`config.mk`:
```
export PLATFORM = sky130hd
export DESIGN_NAME = grad_2x2
export DESIGN_NICKNAME = d
export VERILOG_FILES = /design/src/rtl/lsd_pkg.sv /design/src/rtl/grad_2x2_line_buf.sv /design/src/rtl/ram_sc.sv /design/src/rtl/grad_2x2.sv
export SDC_FILE = /design/constraint.sdc
export NUM_CORES = 1
export LEC_CHECK = 0
export BUFFER_PORTS_ARGS = -buffer_cell sky130_fd_sc_hd__buf_2
export CAP_MARGIN = 30
export CELL_PAD_IN_SITES_DETAIL_PLACEMENT = 2
export CELL_PAD_IN_SITES_GLOBAL_PLACEMENT = 2
export CORE_AREA = 2 2 181 183
export DETAILED_ROUTE_END_ITERATION = 7
export DIE_AREA = 0 0 183 185
export PLACE_DENSITY = 0.92
export SETUP_SLACK_MARGIN = 0.3
export SYNTH_ARGS = -nofsm -noshare
export SYNTH_HDL_FRONTEND = slang
export SYNTH_SLANG_ARGS = --single-unit
export TNS_END_PERCENT = 10
```
`constraint.sdc`:
```
create_clock -name clock -period 7.93 [get_ports clock]
set_clock_uncertainty 0.1 [all_clocks]
set_input_delay 1.586 -clock clock [delete_from_list [all_inputs] [get_ports clock]]
set_output_delay 1.586 -clock clock [all_outputs]
set_load 0.01 [all_outputs]
```
`src/rtl/lsd_pkg.sv`:
```
// Shared LSD pipeline constants, width helpers and the gradient pair type.
// Used by grad_2x2 and the downstream angle / region-growing stages.
package lsd_pkg;

    localparam int GRAD_LATENCY = 3;
    localparam int LSD_PIX_W    = 8;

    function automatic int grad_w(input int bitw);
        return bitw + 2;
    endfunction

    function automatic int mag2_w(input int bitw);
        return 2 * bitw + 3;
    endfunction

    typedef struct packed {
        logic signed [grad_w(LSD_PIX_W)-1:0] gx;
        logic signed [grad_w(LSD_PIX_W)-1:0] gy;
    } grad_pair_t;

endpackage

```
`src/rtl/grad_2x2_line_buf.sv`:
```
// One-line buffer: reads the previous row's value and writes the new one at the same address.
// 1-cycle read latency, no backpressure.
module line_buf #(
    parameter int WIDTH = 8,
    parameter int DEPTH = 8,
    parameter int AW    = (DEPTH > 1) ? $clog2(DEPTH) : 1
) (
    input  logic             clock,
    input  logic             i_we,
    input  logic [AW-1:0]    i_addr,
    input  logic [WIDTH-1:0] i_wdata,
    output logic [WIDTH-1:0] o_rdata
);

    ram_sc #(
        .WIDTH  (WIDTH),
        .DEPTH  (DEPTH),
        .FORWARD(0),
        .AW     (AW)
    ) u_ram (
        .clock  (clock),
        .i_we   (i_we),
        .i_waddr(i_addr),
        .i_wdata(i_wdata),
        .i_raddr(i_addr),
        .o_rdata(o_rdata)
    );

endmodule

```
`src/rtl/ram_sc.sv`:
```
// Single-clock RAM, one synchronous read port and one write port; 1-cycle read latency, no backpressure.
// FORWARD=0 returns the old contents on a same-address read/write collision.
module ram_sc #(
    parameter int WIDTH   = 8,
    parameter int DEPTH   = 8,
    parameter int FORWARD = 0,
    parameter int AW      = (DEPTH > 1) ? $clog2(DEPTH) : 1
) (
    input  logic             clock,
    input  logic             i_we,
    input  logic [AW-1:0]    i_waddr,
    input  logic [WIDTH-1:0] i_wdata,
    input  logic [AW-1:0]    i_raddr,
    output logic [WIDTH-1:0] o_rdata
);

    logic [WIDTH-1:0] r_mem [DEPTH];
    logic [WIDTH-1:0] r_rdata;

    always_ff @(posedge clock) begin
        if (i_we) begin
            r_mem[i_waddr] <= i_wdata;
        end
        r_rdata <= r_mem[i_raddr];
    end

    generate
        if (FORWARD != 0) begin : g_fwd
            logic             r_hit;
            logic [WIDTH-1:0] r_wdata;
            always_ff @(posedge clock) begin
                r_hit   <= i_we && (i_waddr == i_raddr);
                r_wdata <= i_wdata;
            end
            assign o_rdata = r_hit ? r_wdata : r_rdata;
        end else begin : g_nofwd
            assign o_rdata = r_rdata;
        end
    endgenerate

endmodule

```
`src/rtl/grad_2x2.sv`:
```
// LSD 2x2-mask gradient (gx, gy, gx^2+gy^2) with counter pass-through; latency 3, no backpressure.
// Define GRAD_THRESH_EN to zero every pixel whose mag2 <= MAG_THRESH.
module grad_2x2
    import lsd_pkg::*;
#(
    parameter int BIT_WIDTH    = 8,
    parameter int IMAGE_HEIGHT = 8,
    parameter int IMAGE_WIDTH  = 8,
    parameter int FRAME_HEIGHT = 10,
    parameter int FRAME_WIDTH  = 12,
    parameter int MAG_THRESH   = 0
) (
    input  logic                                clock,
    input  logic                                n_rst,
    input  logic [BIT_WIDTH-1:0]                in_pixel,
    input  logic [$clog2(FRAME_HEIGHT)-1:0]     in_vcnt,
    input  logic [$clog2(FRAME_WIDTH)-1:0]      in_hcnt,
    output logic signed [grad_w(BIT_WIDTH)-1:0] out_gx,
    output logic signed [grad_w(BIT_WIDTH)-1:0] out_gy,
    output logic [mag2_w(BIT_WIDTH)-1:0]        out_mag2,
    output logic [$clog2(FRAME_HEIGHT)-1:0]     out_vcnt,
    output logic [$clog2(FRAME_WIDTH)-1:0]      out_hcnt
);

    localparam int GW = grad_w(BIT_WIDTH);
    localparam int MW = mag2_w(BIT_WIDTH);
    localparam int VW = $clog2(FRAME_HEIGHT);
    localparam int HW = $clog2(FRAME_WIDTH);
    localparam int AW = (IMAGE_WIDTH > 1) ? $clog2(IMAGE_WIDTH) : 1;

    generate
        if (BIT_WIDTH > 14 || MAG_THRESH < 0) begin : g_cfg_check
            $error("grad_2x2: unsupported BIT_WIDTH or MAG_THRESH");
        end
    endgenerate

    logic                 w_active;
    logic                 w_first_col;
    logic                 w_last_col;
    logic                 w_zone;
    logic [BIT_WIDTH-1:0] w_b;

    logic                 r_row_started;
    logic                 r_prev_row_valid;

    assign w_active    = ({1'b0, in_vcnt} < (VW+1)'(IMAGE_HEIGHT)) &&
                         ({1'b0, in_hcnt} < (HW+1)'(IMAGE_WIDTH));
    assign w_first_col = (in_hcnt == '0);
    assign w_last_col  = ({1'b0, in_hcnt} == (HW+1)'(IMAGE_WIDTH - 1));
    // Row 0, column 0 and anything before a fully rewritten row have no valid window.
    assign w_zone      = w_active && (in_vcnt != '0) && (in_hcnt != '0) && r_prev_row_valid;

    line_buf #(
        .WIDTH(BIT_WIDTH),
        .DEPTH(IMAGE_WIDTH),
        .AW   (AW)
    ) u_line_buf (
        .clock  (clock),
        .i_we   (w_active),
        .i_addr (in_hcnt[AW-1:0]),
        .i_wdata(in_pixel),
        .o_rdata(w_b)
    );

    // A row only counts once it has been written from column 0, so a mid-row reset cannot expose stale RAM.
    always_ff @(posedge clock or negedge n_rst) begin
        if (!n_rst) begin
            r_row_started    <= 1'b0;
            r_prev_row_valid <= 1'b0;
        end else if (w_active) begin
            if (w_first_col) begin
                r_row_started <= 1'b1;
            end
            if (w_last_col && r_row_started) begin
                r_prev_row_valid <= 1'b1;
            end
        end
    end

    logic [BIT_WIDTH-1:0] r_a;
    logic [BIT_WIDTH-1:0] r_c;
    logic [BIT_WIDTH-1:0] r_d;
    logic                 r_zone1;

    always_ff @(posedge clock or negedge n_rst) begin
        if (!n_rst) begin
            r_a     <= '0;
            r_c     <= '0;
            r_d     <= '0;
            r_zone1 <= 1'b0;
        end else begin
            r_d     <= in_pixel;
            r_c     <= r_d;
            r_a     <= w_b;
            r_zone1 <= w_zone;
        end
    end

    logic signed [GW-1:0] w_ax, w_bx, w_cx, w_dx;
    logic signed [GW-1:0] w_gx, w_gy;
    logic signed [GW-1:0] r_gx, r_gy;

    assign w_ax = {2'b00, r_a};
    assign w_bx = {2'b00, w_b};
    assign w_cx = {2'b00, r_c};
    assign w_dx = {2'b00, r_d};
    assign w_gx = (w_bx + w_dx) - (w_ax + w_cx);
    assign w_gy = (w_cx + w_dx) - (w_ax + w_bx);

    always_ff @(posedge clock or negedge n_rst) begin
        if (!n_rst) begin
            r_gx <= '0;
            r_gy <= '0;
        end else begin
            r_gx <= r_zone1 ? w_gx : '0;
            r_gy <= r_zone1 ? w_gy : '0;
        end
    end

    // |g| < 2^(BIT_WIDTH+1), so each square fits MW-1 bits and the sum fits MW bits.
    logic signed [MW-1:0] w_gxe, w_gye;
    logic signed [MW-1:0] w_sqx, w_sqy;
    logic [MW-1:0]        w_mag2;
    logic                 w_keep;

    assign w_gxe  = {{(MW-GW){r_gx[GW-1]}}, r_gx};
    assign w_gye  = {{(MW-GW){r_gy[GW-1]}}, r_gy};
    assign w_sqx  = w_gxe * w_gxe;
    assign w_sqy  = w_gye * w_gye;
    assign w_mag2 = unsigned'(w_sqx) + unsigned'(w_sqy);

`ifdef GRAD_THRESH_EN
    assign w_keep = ({1'b0, w_mag2} > (MW+1)'(MAG_THRESH));
`else
    assign w_keep = 1'b1;
`endif

    logic [VW-1:0] r_vcnt_p [GRAD_LATENCY];
    logic [HW-1:0] r_hcnt_p [GRAD_LATENCY];

    always_ff @(posedge clock or negedge n_rst) begin
        if (!n_rst) begin
            out_gx   <= '0;
            out_gy   <= '0;
            out_mag2 <= '0;
            for (int i = 0; i < GRAD_LATENCY; i++) begin
                r_vcnt_p[i] <= '0;
                r_hcnt_p[i] <= '0;
            end
        end else begin
            out_gx      <= w_keep ? r_gx : '0;
            out_gy      <= w_keep ? r_gy : '0;
            out_mag2    <= w_keep ? w_mag2 : '0;
            r_vcnt_p[0] <= in_vcnt;
            r_hcnt_p[0] <= in_hcnt;
            for (int i = 1; i < GRAD_LATENCY; i++) begin
                r_vcnt_p[i] <= r_vcnt_p[i-1];
                r_hcnt_p[i] <= r_hcnt_p[i-1];
            end
        end
    end

    assign out_vcnt = r_vcnt_p[GRAD_LATENCY-1];
    assign out_hcnt = r_hcnt_p[GRAD_LATENCY-1];

endmodule

```
==> flow_summary.ini <==
[logic_synthesis]
synth_edf_count = 64
syn_nets = 1483
ys_async_sr_fraction = 0.604
synth_area_leaders = fa_1 (31%), dfrtp_1 (20%), edfxtp_1 (14%)
syn_area_um2 = 13900
avgSynthCellArea_um2 = 11.9
synth_cell_types = 54
yosysTopAreaCell = fa_1
ys.warnings.count = 0
yosysMostFrequentCell = inv_1
netlist_top_cells_count = inv_1 (281), fa_1 (217), dfrtp_1 (110), ha_1 (87), nand2_1 (68)
ys_ff_latch = 182
ys_seq_area_frac = 0.349
synthFlopType = dfrtp_1
syn_inst = 1161
synth_top_area_share = 0.313

[clock_tree]
cts-root-buf = clkbuf_16
htreeDepth = 4
cts_tree = yes
cts_hold_buf = 0
clock-sinks = 182
clk_path_buf_depth = 2
post_cts.repair.setup_buffers = 0
clk_pin_slew_worst_paths_ps = 80
cts-resized-gates = 0
clk-insertion-delay-late_ps = 460
cts_buffers = 17

[pwr]
vdd_ir_drop_max_v = 0.000185
power.density_nw_per_um2 = 214
power_leakage_nw = 7.78

[worst_hold_path]
min_path_type = reg -> reg

[detailed_routing]
drtIter0Drc = 364
wl_mm = 41.6
wl_per_cell_um = 25.4
drc_errors = 0
drt_first_pass_iters = 5
vias = 8570
viasPerCell = 5.24
postRouteAntennaNets = 0

[timing]
rsz0062_at_grt = false
max_freq_mhz = 143
period_minus_slack_ps = 7010
relSlewSlack = 0.320
finalSetupViolCount = 0
fin_ws_ps = 917
worst_slew_pin_slew_ps = 1020
hold_ws_ps = 249
finalHoldViolations = 0
fin_crit_sh = 0.884
drv_slew = 0
setup-tns-final_ps = 0

[floorplanning]
start_util = 0.433
io_pins = 65
fp.dieW_um = 183
placementRows = 66
chipHeight_um = 185
core_um2 = 32000
dieArea_um2 = 33900

[grt]
antenna_found_initial = 0
grt_overflow_total = 0
grt_pass1_wl_mm = 65.0
grt_pass1_vias = 10700
grt_max_degree = 52
gr-usage-all-layers = 0.264

[outcome]
status = completed

[placed_design]
io_buffers = 64
pre_cts_ws_ps = 1070
place_congestion = 0.794
dpl.hpwl_mm = 31.1
placed_cell_area_um2 = 14600

[setup_path]
cp_max_fo = 15
required_ps = 8170
cp-start-kind = flop
cp-end-kind = flop
critical_path_arrival_ps = 7250
crit_type = reg -> reg

[layout]
fin_area_um2 = 15300
area_delta_synth_final_pct = 9.95
fin_nets = 1538
final_util = 0.476
drive_gt1_frac = 0.106
antennaDiodeCount = 0

[run]
drv_cap = 0
-- sequential cells by signal, indices dropped and copies added (netlist names), 10 cells and up --
| signal | cells |
|---|---|
| out_gy | 10 |
| out_mag2 | 19 |
| r_gy | 10 |
| u_line_buf.u_ram.r_mem | 64 |
| r_gx | 10 |
| out_gx | 10 |
-- kinds of logic (layout without fill, tap and decap cells) --
| group | Yosys count | in the layout | synth area share |
|---|---|---|---|
| compound gates | 80 | 80 | 0.0406 |
| xor+xnor | 51 | 51 | 0.0332 |
| fa+ha+maj | 304 | 304 | 0.392 |
| buf+inv | 316 | 384 | 0.0883 |
| flops | 182 | 182 | 0.349 |
| mux | 22 | 22 | 0.0227 |
| simple gates | 206 | 206 | 0.0750 |
-- routing by layer --
layer | global-route usage | part of all wire | vias up
met1 | 0.284 | 0.37 | 4626
met3 | 0.0393 | 0.026 | 97
met2 | 0.513 | 0.57 | 214
li1 | - | - | 3633
met5 | 0 | 0 | -
met4 | 0.109 | 0.034 | 0
-- power by group --
group / internal, mW / switching (mW) / total [mW]
Combinational: 0.476 / 0.707 / 1.18
Clock: 0.476 / 0.444 / 0.920
Sequential: 1.06 / 0.104 / 1.16
-- critical path, cell delays in order, from the launching register on --
cell and delay [ps]:
dfrtp_1 650, nand2_1 430, inv_1 370, fa_1 500, inv_1 90, fa_1 440
fa_1 530, inv_1 60, fa_1 550, fa_1 470, fa_1 520, inv_1 60
fa_1 500, inv_1 60, ha_1 380, a21o_1 220, a21o_1 190, a21oi_2 140
o31ai_2 100, o22ai_2 110, xnor3_1 420
-- metrics by stage --
step | cells | power [mW]
2_1_floorplan | 1161 | 1.89
3_3_place_gp | 1602 | 2.15
3_5_place_dp | 1603 | 2.34
4_1_cts | 1635 | 3.29
5_1_grt | 1637 | 3.44
6_report | 1637 | 3.26
-- layout make-up --
cell class	instances	area, um^2
clock buffers	19	475
well taps	408	510
clock inverters	13	164
repair buffers	71	395
fillers	3183	16800
inverters	281	1050
flip-flops and latches	182	4830
multi-input cells	663	7820
-- worst paths after layout --
path / from / end / slack, ps / depth (start not counted)
worst max-delay path: r_gy[0]$_DFF_PN0_ / out_mag2[18]$_DFF_PN0_ / 920 / 20
worst min-delay path: r_hcnt_p[4]$_DFF_PN0_ / out_hcnt[0]$_DFF_PN0_ / 250 / 0
worst max register to register: r_gy[0]$_DFF_PN0_ / out_mag2[18]$_DFF_PN0_ / 920 / 20
worst min register to register: r_hcnt_p[4]$_DFF_PN0_ / out_hcnt[0]$_DFF_PN0_ / 250 / 0
max in group asynchronous: n_rst / r_d[5]$_DFF_PN0_ / 5640 / 3
min in group asynchronous: n_rst / out_gy[0]$_DFF_PN0_ / 970 / 1
-- cell usage in the layout, fill, tap and decap left out, drive strengths merged, types with 8 or more instances in the layout --
cell    synthesis  layout
a21o           11      11
a21oi          21      21
and2           53      53
buf            17      71
clkbuf         18      19
dfrtp         110     110
dfxtp           8       8
edfxtp         64      64
fa            217     217
ha             87      87
inv           281     287
mux2i           9       9
nand2          68      68
nand2b          9       9
nor2           34      34
nor2b          19      19
nor3            8       8
o21ai          12      12
o21bai          8       8
xnor2          37      37
xor2           13      13
(Power assumes the default switching activity.)
